**config.mk**
```make
export PLATFORM = sky130hd
export DESIGN_NAME = midi_stream_parser
export DESIGN_NICKNAME = d
export VERILOG_FILES = /design/src/rtl/midi_pkg.sv /design/src/rtl/midi_msg_fifo.sv /design/src/rtl/midi_stream_parser.sv
export SDC_FILE = /design/constraint.sdc
export NUM_CORES = 1
export LEC_CHECK = 0
export CAP_MARGIN = 30
export CORE_UTILIZATION = 40
export CTS_CLUSTER_SIZE = 30
export DETAILED_ROUTE_END_ITERATION = 6
export REMOVE_ABC_BUFFERS = 1
export SLEW_MARGIN = 20
export SYNTH_ARGS = -nofsm -noshare
export SYNTH_HDL_FRONTEND = slang
export SYNTH_HIERARCHICAL = 1
export SYNTH_SLANG_ARGS = --single-unit
```
**constraint.sdc**
```tcl
create_clock -name clk_in -period 7.2 [get_ports clk_in]
set_input_delay 1.44 -clock clk_in [delete_from_list [all_inputs] [get_ports clk_in]]
set_output_delay 1.44 -clock clk_in [all_outputs]
set_load 0.05 [all_outputs]
```
**src/rtl/midi_pkg.sv**
```systemverilog
// Shared types and byte codes for the MIDI channel-voice parser and its output FIFO.
package midi_pkg;

   typedef enum logic [2:0] {
      MSG_NOTE_OFF = 3'd0,
      MSG_NOTE_ON  = 3'd1,
      MSG_POLY_AT  = 3'd2,
      MSG_CC       = 3'd3,
      MSG_PROGRAM  = 3'd4,
      MSG_CHAN_AT  = 3'd5,
      MSG_BEND     = 3'd6
   } msg_type_e;

   typedef struct packed {
      msg_type_e  mtype;
      logic [3:0] channel;
      logic [6:0] data1;
      logic [6:0] data2;
   } midi_msg_t;

   localparam logic [7:0] STATUS_SYSEX = 8'hF0;
   localparam logic [7:0] SC_MTC_QF    = 8'hF1;
   localparam logic [7:0] SC_SONG_POS  = 8'hF2;
   localparam logic [7:0] SC_SONG_SEL  = 8'hF3;
   localparam logic [7:0] SC_UNDEF_F4  = 8'hF4;
   localparam logic [7:0] SC_UNDEF_F5  = 8'hF5;
   localparam logic [7:0] SC_TUNE_REQ  = 8'hF6;
   localparam logic [7:0] EOX          = 8'hF7;
   localparam logic [7:0] RT_MIN       = 8'hF8;

   typedef enum logic [2:0] {
      IDLE    = 3'd0,
      WAIT_D1 = 3'd1,
      WAIT_D2 = 3'd2,
      SYSEX   = 3'd3,
      SKIP    = 3'd4
   } parser_state_e;

   // Program change and channel aftertouch carry a single data byte.
   function automatic logic one_data_byte(input msg_type_e t);
      return (t == MSG_PROGRAM) || (t == MSG_CHAN_AT);
   endfunction

endpackage

```
**src/rtl/midi_msg_fifo.sv**
```systemverilog
// First-word fall-through FIFO of MIDI messages; head, valid and count come straight from registers.
module midi_msg_fifo
   import midi_pkg::*;
#(
   parameter int unsigned DEPTH = 8
) (
   input  logic                       clk_in,
   input  logic                       rst_in,
   input  logic                       push,
   input  midi_msg_t                  push_data,
   input  logic                       pop,
   output midi_msg_t                  head,
   output logic                       head_valid,
   output logic                       empty_c,
   output logic [$clog2(DEPTH):0]     count,
   output logic                       overflow
);

   localparam int unsigned AW = $clog2(DEPTH);
   localparam int unsigned CW = AW + 1;

   midi_msg_t        mem [DEPTH];
   midi_msg_t        head_q;
   logic [AW-1:0]    wr_ptr, rd_ptr, rd_ptr_n;
   logic [CW-1:0]    cnt_q, cnt_n;
   logic             valid_q, ovf_q;
   logic             full, do_pop, do_push;

   always_comb begin
      full     = (cnt_q == CW'(DEPTH));
      do_pop   = pop && valid_q;
      do_push  = push && (!full || do_pop);
      rd_ptr_n = do_pop ? rd_ptr + AW'(1) : rd_ptr;
      cnt_n    = cnt_q + CW'(do_push) - CW'(do_pop);
   end

   always_ff @(posedge clk_in) begin
      if (do_push) mem[wr_ptr] <= push_data;
   end

   // A push into an otherwise-empty FIFO bypasses storage so the head appears next cycle.
   always_ff @(posedge clk_in or negedge rst_in) begin
      if (!rst_in) begin
         wr_ptr  <= '0;
         rd_ptr  <= '0;
         cnt_q   <= '0;
         head_q  <= '0;
         valid_q <= 1'b0;
         ovf_q   <= 1'b0;
      end else begin
         if (do_push) wr_ptr <= wr_ptr + AW'(1);
         rd_ptr  <= rd_ptr_n;
         cnt_q   <= cnt_n;
         valid_q <= (cnt_n != '0);
         if (cnt_n != '0)
            head_q <= (do_push && (wr_ptr == rd_ptr_n)) ? push_data : mem[rd_ptr_n];
         if (push && !do_push) ovf_q <= 1'b1;
      end
   end

   assign head       = head_q;
   assign head_valid = valid_q;
   assign empty_c    = !valid_q;
   assign count      = cnt_q;
   assign overflow   = ovf_q;

endmodule

```
**src/rtl/midi_stream_parser.sv**
```systemverilog
// MIDI 1.0 channel-voice parser: running status, real-time passthrough, SysEx/system-common skip, timeout.
module midi_stream_parser
   import midi_pkg::*;
#(
   parameter int unsigned CLK_FREQ            = 200_000_000,
   parameter int unsigned BAUD_RATE           = 31_250,
   parameter int unsigned TIMEOUT_BYTE_TIMES  = 20,
   parameter int unsigned FIFO_DEPTH          = 8,
   parameter bit          NOTE_ON_ZERO_IS_OFF = 1'b1
) (
   input  logic                          clk_in,
   input  logic                          rst_in,
   input  logic                          byte_valid_in,
   input  logic [7:0]                    byte_in,
   input  logic [15:0]                   chan_mask_in,
   output logic                          msg_valid_out,
   input  logic                          msg_ready_in,
   output logic [2:0]                    msg_type_out,
   output logic [3:0]                    msg_channel_out,
   output logic [6:0]                    msg_data1_out,
   output logic [6:0]                    msg_data2_out,
   output logic                          rt_valid_out,
   output logic [7:0]                    rt_code_out,
   output logic                          err_orphan_out,
   output logic                          err_timeout_out,
   output logic                          overflow_out,
   output logic [$clog2(FIFO_DEPTH):0]   fifo_count_out
);

   localparam int unsigned TIMEOUT_CYCLES =
      32'(64'(TIMEOUT_BYTE_TIMES) * 64'd10 * 64'(CLK_FREQ) / 64'(BAUD_RATE));
   localparam int unsigned TO_W = $clog2(TIMEOUT_CYCLES + 1);

   parser_state_e    state, state_n;
   msg_type_e        rs_type, rs_type_n;
   logic [3:0]       rs_chan, rs_chan_n;
   logic [6:0]       d1, d1_n, d2_c;
   logic [1:0]       skip, skip_n;
   logic [TO_W-1:0]  to_cnt, to_cnt_n;
   logic             rt_valid_q, rt_valid_n, orphan_q, orphan_n, timeout_q, timeout_n;
   logic [7:0]       rt_code_q, rt_code_n;
   logic             is_rt, non_rt, done_c, push_c, pop_c, empty_c;
   midi_msg_t        msg_c, head;

   assign is_rt  = byte_valid_in && (byte_in >= RT_MIN);
   assign non_rt = byte_valid_in && !is_rt;

   always_ff @(posedge clk_in or negedge rst_in) begin
      if (!rst_in) begin
         state      <= IDLE;
         rs_type    <= MSG_NOTE_OFF;
         rs_chan    <= '0;
         d1         <= '0;
         skip       <= '0;
         to_cnt     <= '0;
         rt_valid_q <= 1'b0;
         rt_code_q  <= '0;
         orphan_q   <= 1'b0;
         timeout_q  <= 1'b0;
      end else begin
         state      <= state_n;
         rs_type    <= rs_type_n;
         rs_chan    <= rs_chan_n;
         d1         <= d1_n;
         skip       <= skip_n;
         to_cnt     <= to_cnt_n;
         rt_valid_q <= rt_valid_n;
         rt_code_q  <= rt_code_n;
         orphan_q   <= orphan_n;
         timeout_q  <= timeout_n;
      end
   end

   // Real-time bytes touch only the rt outputs; every other byte resets the gap counter.
   always_comb begin
      state_n    = state;
      rs_type_n  = rs_type;
      rs_chan_n  = rs_chan;
      d1_n       = d1;
      d2_c       = '0;
      skip_n     = skip;
      to_cnt_n   = to_cnt;
      rt_valid_n = 1'b0;
      rt_code_n  = rt_code_q;
      orphan_n   = 1'b0;
      timeout_n  = 1'b0;
      done_c     = 1'b0;
      if (is_rt) begin
         rt_valid_n = 1'b1;
         rt_code_n  = byte_in;
      end
      if (non_rt) begin
         to_cnt_n = '0;
         if (!byte_in[7]) begin
            case (state)
               IDLE:    orphan_n = 1'b1;
               WAIT_D1: begin
                  d1_n = byte_in[6:0];
                  if (one_data_byte(rs_type)) done_c = 1'b1;
                  else                        state_n = WAIT_D2;
               end
               WAIT_D2: begin
                  d2_c    = byte_in[6:0];
                  done_c  = 1'b1;
                  state_n = WAIT_D1;
               end
               SKIP: begin
                  skip_n = skip - 2'd1;
                  if (skip == 2'd1) state_n = IDLE;
               end
               default: ;
            endcase
         end else if (byte_in < STATUS_SYSEX) begin
            rs_type_n = msg_type_e'(byte_in[6:4]);
            rs_chan_n = byte_in[3:0];
            state_n   = WAIT_D1;
         end else begin
            case (byte_in)
               STATUS_SYSEX:           state_n = SYSEX;
               SC_MTC_QF, SC_SONG_SEL: begin state_n = SKIP; skip_n = 2'd1; end
               SC_SONG_POS:            begin state_n = SKIP; skip_n = 2'd2; end
               default:                state_n = IDLE;
            endcase
         end
      end else if (state == WAIT_D2) begin
         if (to_cnt == TO_W'(TIMEOUT_CYCLES)) begin
            timeout_n = 1'b1;
            state_n   = WAIT_D1;
            to_cnt_n  = '0;
         end else if (to_cnt != '1) begin
            to_cnt_n = to_cnt + TO_W'(1);
         end
      end
   end

   always_comb begin
      msg_c.mtype   = (NOTE_ON_ZERO_IS_OFF && rs_type == MSG_NOTE_ON && d2_c == '0)
                      ? MSG_NOTE_OFF : rs_type;
      msg_c.channel = rs_chan;
      msg_c.data1   = d1_n;
      msg_c.data2   = d2_c;
      push_c        = done_c && chan_mask_in[rs_chan];
      pop_c         = msg_ready_in && !empty_c;
   end

   midi_msg_fifo #(.DEPTH(FIFO_DEPTH)) u_fifo (
      .clk_in     (clk_in),
      .rst_in     (rst_in),
      .push       (push_c),
      .push_data  (msg_c),
      .pop        (pop_c),
      .head       (head),
      .head_valid (msg_valid_out),
      .empty_c    (empty_c),
      .count      (fifo_count_out),
      .overflow   (overflow_out)
   );

   assign msg_type_out    = head.mtype;
   assign msg_channel_out = head.channel;
   assign msg_data1_out   = head.data1;
   assign msg_data2_out   = head.data2;
   assign rt_valid_out    = rt_valid_q;
   assign rt_code_out     = rt_code_q;
   assign err_orphan_out  = orphan_q;
   assign err_timeout_out = timeout_q;

endmodule

```
# After elaboration in Yosys (flattened, before gate mapping)
# Memories as Yosys holds them, arrays and structs flattened. A register that Yosys moved wholly into a read port is not among the register bits.
# Index checks and enable logic that the tools add are counted.
[word_totals]
ff_bits = 63
ramBits = 168
in_bits = 28
out_inout_bits = 38
elab_cells = 111
memories = 1
[memory_table]
columns = ["name", "depth", "word_bits", "read_ports", "rd_ports_with_merged_regs", "write_ports", "line_no", "text"]
rows = [
  ["u_fifo.mem", 8, 21, 1, 1, 1, "midi_msg_fifo.sv:22", "midi_msg_t mem [DEPTH];"],
]
[op_classes]
addsub = 6
n_lt_le_gt_ge = 3
eq_ne = 18
muxes = 40
reduce_logical = 28
[ops]
columns = ["op", "n"]
rows = [
  ["2-to-1 mux 21 bit", 4],
  ["2-to-1 mux 7 bit", 6],
  ["equality test 8 bit, second input constant", 4],
  ["2-to-1 mux 3 bit", 9],
  ["adder 21 x 1 -> 21 bit, second input constant", 1],
  ["equality test 21 bit, second input constant", 1],
  ["!= test 21 bit, second input constant", 1],
  ["2-to-1 mux 1 bit", 13],
  ["equality test 3 bit, second input constant", 3],
  ["case mux 3 bit (3 select lines)", 1],
  [">= comparator 8 bit, second input constant", 1],
  ["logical AND 1 bit", 8],
  ["less-than comparator 8 bit, second input constant", 1],
  ["!= test 4 bit, second input constant", 2],
  ["nonzero test 4 bit", 2],
  ["zero test 7 bit", 1],
  ["adder 3 x 1 -> 3 bit, second input constant", 2],
  ["equality test 3 x 1 -> 1 bit, second input constant", 2],
  ["2-to-1 mux 2 bit", 3],
  ["case mux 3 bit (2 select lines)", 1],
  ["nonzero test 2 bit", 3],
  ["less-than comparator 4 x 5 -> 1 bit, second input constant", 1],
  ["AND reduction 5 bit", 1],
  ["adder 4 x 1 -> 4 bit", 1],
  ["other kinds (19)", 23],
]

# Logic depth before layout (Yosys ltp)
# Gate-level depths: netlist of the first run.
[depth]
word_depth = 11
ltp_mapped = 19
mapped_depth_nobuf = 16

# Cells and area by module
# Netlist of the first run, hierarchy kept.
[modules_own_cells]
columns = ["module", "instances", "cells_each", "area_each_um2", "seq_area_each_um2"]
rows = [
  ["midi_msg_fifo", 1, 568, 8458.1, 5870.6],
  ["midi_stream_parser", 1, 267, 2791.4, 1276.2],
]

# Worst setup path before layout of the first run
# Ideal clock, no wire load.
[synth_timing]
path_kind = "input to register"
startpoint = "input port byte_in[7]"
endpoint = "memory u_fifo/mem[4][0] in the netlist's numbering (enable)"
setup_ps = 460
arrival_time_ps = 5152
required_time_ps = 6740
setup_slack_ps = 1588
cell_stages = 10
path_buffers = 2
cell_sequence = "inv_1 > nand3_1 > or2_2 > clkbuf_1 > nor3_1 > o21a_1 > inv_1 > a31o_2 > clkbuf_1 > nor4b_1"
[synth_between]
elab_chain_cells = 9
word_cells_on_any_way = 10
classes_between = "1 x order compare; 4 x mux; 5 x reduce/logical"
[synth_lines]
columns = ["item", "line_no", "text"]
rows = [
  ["from (decl)", "midi_stream_parser.sv:14", "input logic [7:0] byte_in,"],
  [">= comparator 8 bit", "midi_stream_parser.sv:45", "assign is_rt = byte_valid_in && (byte_in >= RT_MIN);"],
  ["logical AND 1 bit", "midi_stream_parser.sv:45", ""],
  ["zero test 1 bit", "midi_stream_parser.sv:46", "assign non_rt = byte_valid_in && !is_rt;"],
  ["logical AND 1 bit", "midi_stream_parser.sv:46", ""],
  ["2-to-1 mux 1 bit (*)", "midi_stream_parser.sv:92", "if (non_rt) begin"],
  ["logical AND 1 bit (*)", "midi_stream_parser.sv:142", "push_c = done_c && chan_mask_in[rs_chan];"],
  ["named net push_c", "midi_stream_parser.sv:42", "logic is_rt, non_rt, done_c, push_c, pop_c, empty_c;"],
  ["logical AND 1 bit (*)", "midi_msg_fifo.sv:32", "do_push = push && (!full || do_pop);"],
  ["2-to-1 mux 1 bit (*)", "midi_msg_fifo.sv:38", "if (do_push) mem[wr_ptr] <= push_data;"],
  ["2-to-1 mux 1 bit (not written as such) (*)", "midi_msg_fifo.sv:38", ""],
  ["to (decl)", "midi_msg_fifo.sv:22", ""],
]
# The timed path passes the listed nets; every way through them passes the cells marked *.

# Worst setup path in the final report of the first run
[layout_timing]
startpoint = "input port byte_in[7]"
endpoint = "register, netlist name u_fifo/head[9]"
[layout_between]
elab_chain_cells = 10
word_cells_on_any_way = 11
classes_between = "2 x add/sub; 1 x order compare; 2 x mux; 6 x reduce/logical"
[layout_lines]
columns = ["item", "line_no", "text"]
rows = [
  [">= comparator 8 bit", "midi_stream_parser.sv:45", ""],
  ["logical AND 1 bit", "midi_stream_parser.sv:45", ""],
  ["zero test 1 bit", "midi_stream_parser.sv:46", ""],
  ["logical AND 1 bit", "midi_stream_parser.sv:46", ""],
  ["2-to-1 mux 1 bit (*)", "midi_stream_parser.sv:92", ""],
  ["logical AND 1 bit (*)", "midi_stream_parser.sv:142", ""],
  ["named net push_c", "midi_stream_parser.sv:42", ""],
  ["logical AND 1 bit (*)", "midi_msg_fifo.sv:32", ""],
  ["adder 4 x 1 -> 4 bit (*)", "midi_msg_fifo.sv:34", "cnt_n = cnt_q + CW'(do_push) - CW'(do_pop);"],
  ["subtractor 4 x 1 -> 4 bit (*)", "midi_msg_fifo.sv:34", ""],
  ["nonzero test 4 bit (*)", "midi_msg_fifo.sv:55", "if (cnt_n != '0)"],
]
# Marks and branches as above.
# A chain may end at the register's enable or synchronous reset.

==> impl_metrics.json, run 1 <==
{
  "outcome": "complete, no violations",
  "slew_headroom_pct": 33.7,
  "critical-path-top-delay-family": "compound AO/OA/AOI/OAI gates",
  "start_kind": "input pin",
  "grt_pass1_wl_microns": 44300,
  "ys_ff_latch": 252,
  "clk_latency_ns": 0.55,
  "core_area_sq_um": 27700,
  "synth_most_common_cell": "edfxtp_1",
  "cts-root-buf": "clkbuf_16",
  "hold_class": "reg -> reg",
  "dieWidth_microns": 170,
  "critPathMaxStageDelay_ns": 0.52,
  "htree_levels": 1,
  "synthArstFlopShare_pct": 33.3,
  "first_iter_violations": 516,
  "synthTopCellsByCount": "edfxtp_1, dfrtp_1, and3_1, a211oi_1, clkbuf_1",
  "fillers": 2454,
  "grt_max_degree": 61,
  "overflow": 0,
  "hold_violations": 0,
  "use_met2_pct": 34.0,
  "end_kind": "register",
  "cp.arrival_ns": 6.13,
  "fin_util_pct": 48.3,
  "rrSetupSlack_ns": 2.09,
  "antenna_found_initial": 0,
  "cts_resized": 0,
  "cts_tree": "done",
  "dp_cells": 1243,
  "area_delta_synth_final_pct": 19.0,
  "io_buffers": 65,
  "critical_path.most_common_cell": "inv_1",
  "gr-usage-met1_pct": 26.9,
  "min_period_ns": 5.69,
  "synth_top_area_share_pct": 44.8,
  "synthDistinctLibCells": 75,
  "viasPerCell": 5.72,
  "fin_cells": 1295,
  "syn-cell-area_sq_um": 11200,
  "finalSetupViolCount": 0,
  "clockBufferDepth": 3,
  "grt_setup_unrepaired": "false",
  "fin_crit_sh_pct": 79.1,
  "cts_buffers": 28,
  "num_rows": 61,
  "ant_nets": 0,
  "powerDensity_nw_per_um2": 403,
  "path_buf_inv": 5,
  "tightest_slew_ns": 0.989,
  "dr_total_vias": 7412,
  "drt_wl_total_microns": 28300,
  "p_leak_nw": 5.00,
  "clk_pin_slew_ns": 0.06,
  "path_cells": "clkdlybuf4s50_1, inv_1, nand3_1, or2_2, nor3_1, o21a_1, inv_1, a31o_2, o21ai_0, ha_1, inv_1, fa_1, or3b_1, a2111oi_4, nor2_2, o21ai_1, buf_4, o21ai_1",
  "grt_pass1_vias": 7388,
  "yosys.area.top_type": "edfxtp_1",
  "met3_usage_pct": 3.40,
  "hpwl_microns": 17300,
  "synth_edf_count": 168,
  "finalNetCount": 933,
  "cp_slowest_cell": "fa_1",
  "setup_ws_ns": 1.51,
  "power_mw": 5.40,
  "fin_skew_ns": 0.0289,
  "avgSynthCellArea_sq_um": 13.5,
  "yosysSeqAreaShare_pct": 63.5,
  "ios": 66,
  "start_util_pct": 40.6,
  "place_area_sq_um": 12400,
  "fmax_ghz": 0.176,
  "track_usage_pct": 20.2,
  "slew_viol_final": 0,
  "maxCapViolCount": 0,
  "worstPathMaxFanout": 15,
  "drive_above_1_share_pct": 13.6,
  "post-place-ws_ns": 0.982,
  "peakVddDrop_mv": 0.185,
  "postCtsHoldBufs": 0,
  "n_antenna_cell": 0,
  "firstDrtPassIters": 4,
  "post-cts-setup-buffer-count": 0,
  "cts.sinks": 252,
  "busiest_layer": "met2",
  "yosysWarnings": 6,
  "die_area_sq_um": 28800,
  "wire_per_inst_microns": 21.9,
  "timing.hold.ws_ns": 0.459,
  "syn_inst": 835,
  "stdcell_area_sq_um": 13400,
  "die_h_microns": 170,
  "route.detailed.drc": 0,
  "place.gp.congestion": 0.813,
  "setup_tns_ns": 0,
  "synth_flop_cell": "edfxtp_1",
  "cp.required_ns": 7.63,
  "path_class": "in -> reg",
  "synth_area_leaders": "edfxtp_1, dfrtp_1, a211oi_1"
}
==> cell type report <==
| type | instances | area (sq um) | share of cell area (%) |
|---|---|---|---|
| flip-flops and latches | 252 | 7150 | 53.4 |
| multi-input cells | 499 | 3820 | 28.5 |
| repair buffers | 92 | 866 | 6.47 |
| clock buffers | 32 | 716 | 5.35 |
| well taps | 378 | 473 | 3.53 |
| clock inverters | 20 | 288 | 2.15 |
| inverters | 22 | 82.6 | 0.617 |
==> cell usage in the layout, fill, tap and decap left out, types with 16 or more instances in the layout <==
master and n:
mux2_2 17, nand3_1 23, dfrtp_1 84, nor2_1 16, o21a_1 21, clkdlybuf4s50_1 64, clkbuf_16 28, nand2_1 27
a2111o_1 19, edfxtp_1 168, inv_1 21, mux2i_1 23, and3_1 67, o21ai_1 23, a211oi_1 64, buf_4 25
a41oi_1 21
==> power by group <==
part,internal [mW],switching [mW]
registers,1.75,0.143
clock network,0.936,0.585
logic,0.720,1.26
total,3.41,1.99
==> flip-flops by register name, summed over array words and instances (netlist names), 2 cells and up <==
name           flops
d1                 7
rs_chan            4
rs_type            3
rt_code_out        8
skip               2
state              3
to_cnt            21
u_fifo/count       4
u_fifo/head       21
u_fifo/mem       168
u_fifo/rd_ptr      3
u_fifo/wr_ptr      3
==> metal layers <==
layer	up-vias	wire (microns)
met3	49	1440
met2	196	13900
met5	-	0
li1	3413	-
met1	3754	12300
met4	0	740
==> path summary, 6_finish.rpt <==
| path | start | end | cells past startpoint |
|---|---|---|---|
| max in group asynchronous | rst_in | u_fifo/head[2] | 2 |
| worst min-delay path | rt_code_out[6] | rt_code_out[6] | 1 |
| min in group asynchronous | rst_in | u_fifo/head[10] | 1 |
| worst min register to register | rt_code_out[6] | rt_code_out[6] | 1 |
| worst max-delay path | byte_in[7] | u_fifo/head[9] | 18 |
| worst max register to register | state[1] | u_fifo/head[9] | 16 |
==> cell families (layout without fill, tap and decap cells) <==
logic type / count (synthesis) / count (layout) / share of synthesized area, %
AO/OA/AOI/OAI: 217 / 217 / 14.9
XOR/XNOR: 18 / 18 / 1.40
adder cells (fa/ha/maj): 10 / 10 / 1.18
buffers and inverters: 84 / 166 / 3.27
flip-flops: 252 / 252 / 63.5
multiplexers: 45 / 45 / 4.75
AND/OR/NAND/NOR: 209 / 209 / 11.0
(Power assumes the default switching activity.)
==> run 2, diff against run 1 <==
==> constraint.sdc (replaced) <==
create_clock -name clk_in -period 5.85 [get_ports clk_in]
set_input_delay 1.17 -clock clk_in [delete_from_list [all_inputs] [get_ports clk_in]]
set_output_delay 1.17 -clock clk_in [all_outputs]
set_load 0.05 [all_outputs]
==> run 2 against run 1 <==
Net effect:
- wire length shrank 0.25%
- worst setup slack lost 0.80 ns
- sequential power grew 23%
- sequential share of layout area grew 0.53 points
- critical path type unchanged
- largest cell class unchanged
- highest routed layer unchanged
==> impl_metrics.json, run 2 (synthesis gave the netlist of run 1 again) <==
{
  "regToRegEndpoint": "u_fifo/head[2]",
  "startpoint": "byte_in[7]",
  "clk_latency_ns": 0.55,
  "num_rows": 61,
  "regMostFlops": "u_fifo/mem",
  "pwr-share-comb_pct": 38.1,
  "clk_pin_slew_ns": 0.06,
  "p_leak_nw": 4.93,
  "grt_max_degree": 66,
  "die_area_sq_um": 28800,
  "cts_resized": 0,
  "fin_crit_sh_pct": 88.0,
  "cts.sinks": 252,
  "grt_pass1_wl_microns": 43500,
  "fin_util_pct": 47.8,
  "path_class": "in -> reg",
  "dr_total_vias": 7487,
  "dieWidth_microns": 170,
  "powerDensity_nw_per_um2": 482,
  "final_common_cell": "edfxtp_1",
  "io_buffers": 65,
  "timing.hold.ws_ns": 0.469,
  "power_frac_clock_pct": 25.3,
  "first_iter_violations": 531,
  "die_h_microns": 170,
  "layout_common_cells": "edfxtp_1, dfrtp_1, and3_1, a211oi_1, clkdlybuf4s50_1",
  "viasPerCell": 5.76,
  "fin_skew_ns": 0.0211,
  "area_delta_synth_final_pct": 17.8,
  "min_period_ns": 5.15,
  "rrSetupSlack_ns": 1.25,
  "finalNetCount": 938,
  "crit_path_end": "u_fifo/head[2]",
  "post-cts-setup-buffer-count": 0,
  "setup_tns_ns": 0,
  "clockBufferDepth": 3,
  "firstDrtPassIters": 5,
  "hold_violations": 0,
  "cts_buffers": 28,
  "power.switching_mw": 2.39,
  "drt_wl_total_microns": 28300,
  "hold_class": "reg -> reg",
  "pwr-share-seq_pct": 36.6,
  "start_util_pct": 40.6,
  "slew_headroom_pct": 38.1,
  "antenna_found_initial": 0,
  "cp.arrival_ns": 5.56,
  "worstPathMaxFanout": 20,
  "maxCapViolCount": 0,
  "overflow": 0,
  "route.detailed.drc": 0,
  "fillers": 2468,
  "cp.required_ns": 6.27,
  "outcome": "complete, no violations",
  "end_kind": "register",
  "cts-root-buf": "clkbuf_16",
  "regArea_sq_um": 7150,
  "switching_share_pct": 37.4,
  "n_antenna_cell": 0,
  "place.gp.congestion": 0.805,
  "peakVddDrop_mv": 0.202,
  "fmax_ghz": 0.194,
  "postCtsHoldBufs": 0,
  "grt_pass1_vias": 7386,
  "finalSetupViolCount": 0,
  "core_area_sq_um": 27700,
  "p_int_mw": 4.00,
  "r2r_cells": 15,
  "ios": 66,
  "tightest_slew_ns": 0.925,
  "track_usage_pct": 19.8,
  "ant_nets": 0,
  "hpwl_microns": 17000,
  "multi_input_area_sq_um": 3800,
  "start_kind": "input pin",
  "rr_startpoint": "rs_chan[0]",
  "drive_above_1_share_pct": 12.9,
  "slew_viol_final": 0,
  "grt_setup_unrepaired": "false",
  "wire_per_inst_microns": 21.7,
  "htree_levels": 1,
  "largest_reg_flops": 168,
  "cts_tree": "done"
}
## run 2: cell types whose count changed in the layout (fill, tap and decap cells not counted), sizes merged
cell	change
bufinv	-6
buf	+5
clkinv	-8
clkbuf	+14
## run 2: area by class of cell
type / instances / area share (%)
Multi-Input combinational cell: 499 / 28.7
Sequential cell: 252 / 53.9
Clock buffer: 46 / 6.10
Tap cell: 378 / 3.57
Clock inverter: 6 / 0.340
Inverter: 22 / 0.623
Timing Repair Buffer: 97 / 6.76
## run 2: per-stage QoR
step / worst slack, ns / instances / power, mW / cell area (sq um)
finish: 0.702 / 1300 / 6.39 / 13300
global route: 0.510 / 1300 / 6.67 / 13300
CTS: 0.715 / 1300 / 6.43 / 13300
detailed placement: 0.163 / 1248 / 4.81 / 12400
global placement: 0.336 / 1247 / 4.75 / 12400
floorplan: -0.347 / 773 / 3.87 / 11000
## run 2: power by group through the flow
stage               sequential, mW  combinational (mW)  clock (mW)
floorplan                     2.66                1.21           0
global placement              2.37                2.38           0
detailed placement            2.38                2.44           0
CTS                           2.34                2.44        1.65
global route                  2.36                2.60        1.72
finish                        2.34                2.43        1.62
## run 2: worst min path at each step
stage / slack [ns] / start / depth (start not counted) / endpoint
2_1_floorplan: 0.48 / to_cnt[20] / 2 / to_cnt[20]
3_3_place_gp: 0.45 / rt_code_out[4] / 1 / rt_code_out[4]
3_5_place_dp: 0.46 / rt_code_out[7] / 1 / rt_code_out[7]
4_1_cts: 0.47 / rt_code_out[3] / 1 / rt_code_out[3]
5_1_grt: 0.48 / rt_code_out[3] / 1 / rt_code_out[3]
6_report: 0.47 / rt_code_out[6] / 1 / rt_code_out[6]
## run 2: worst max-delay path, stage by stage
cell	delay, ns
clkdlybuf4s50_1	0.48
inv_1	0.10
nand3_1	0.12
or2_2	0.36
nor3_1	0.35
o21a_1	0.18
inv_1	0.05
a31o_2	0.22
o21ai_0	0.16
ha_1	0.22
inv_1	0.06
fa_1	0.54
or3b_1	0.40
a2111oi_4	0.40
nor2_2	0.22
o21ai_1	0.13
buf_4	0.28
o21ai_1	0.12
## run 2: routing by layer
metal	up-vias	routed length, microns	part of all wire (%)	GRT usage (%)
met1	3836	12100	43	25.9
li1	3414	-	-	-
met3	38	1280	4.5	2.54
met4	0	476	1.7	5.25
met5	-	0	0	0
met2	199	14400	51	34.7
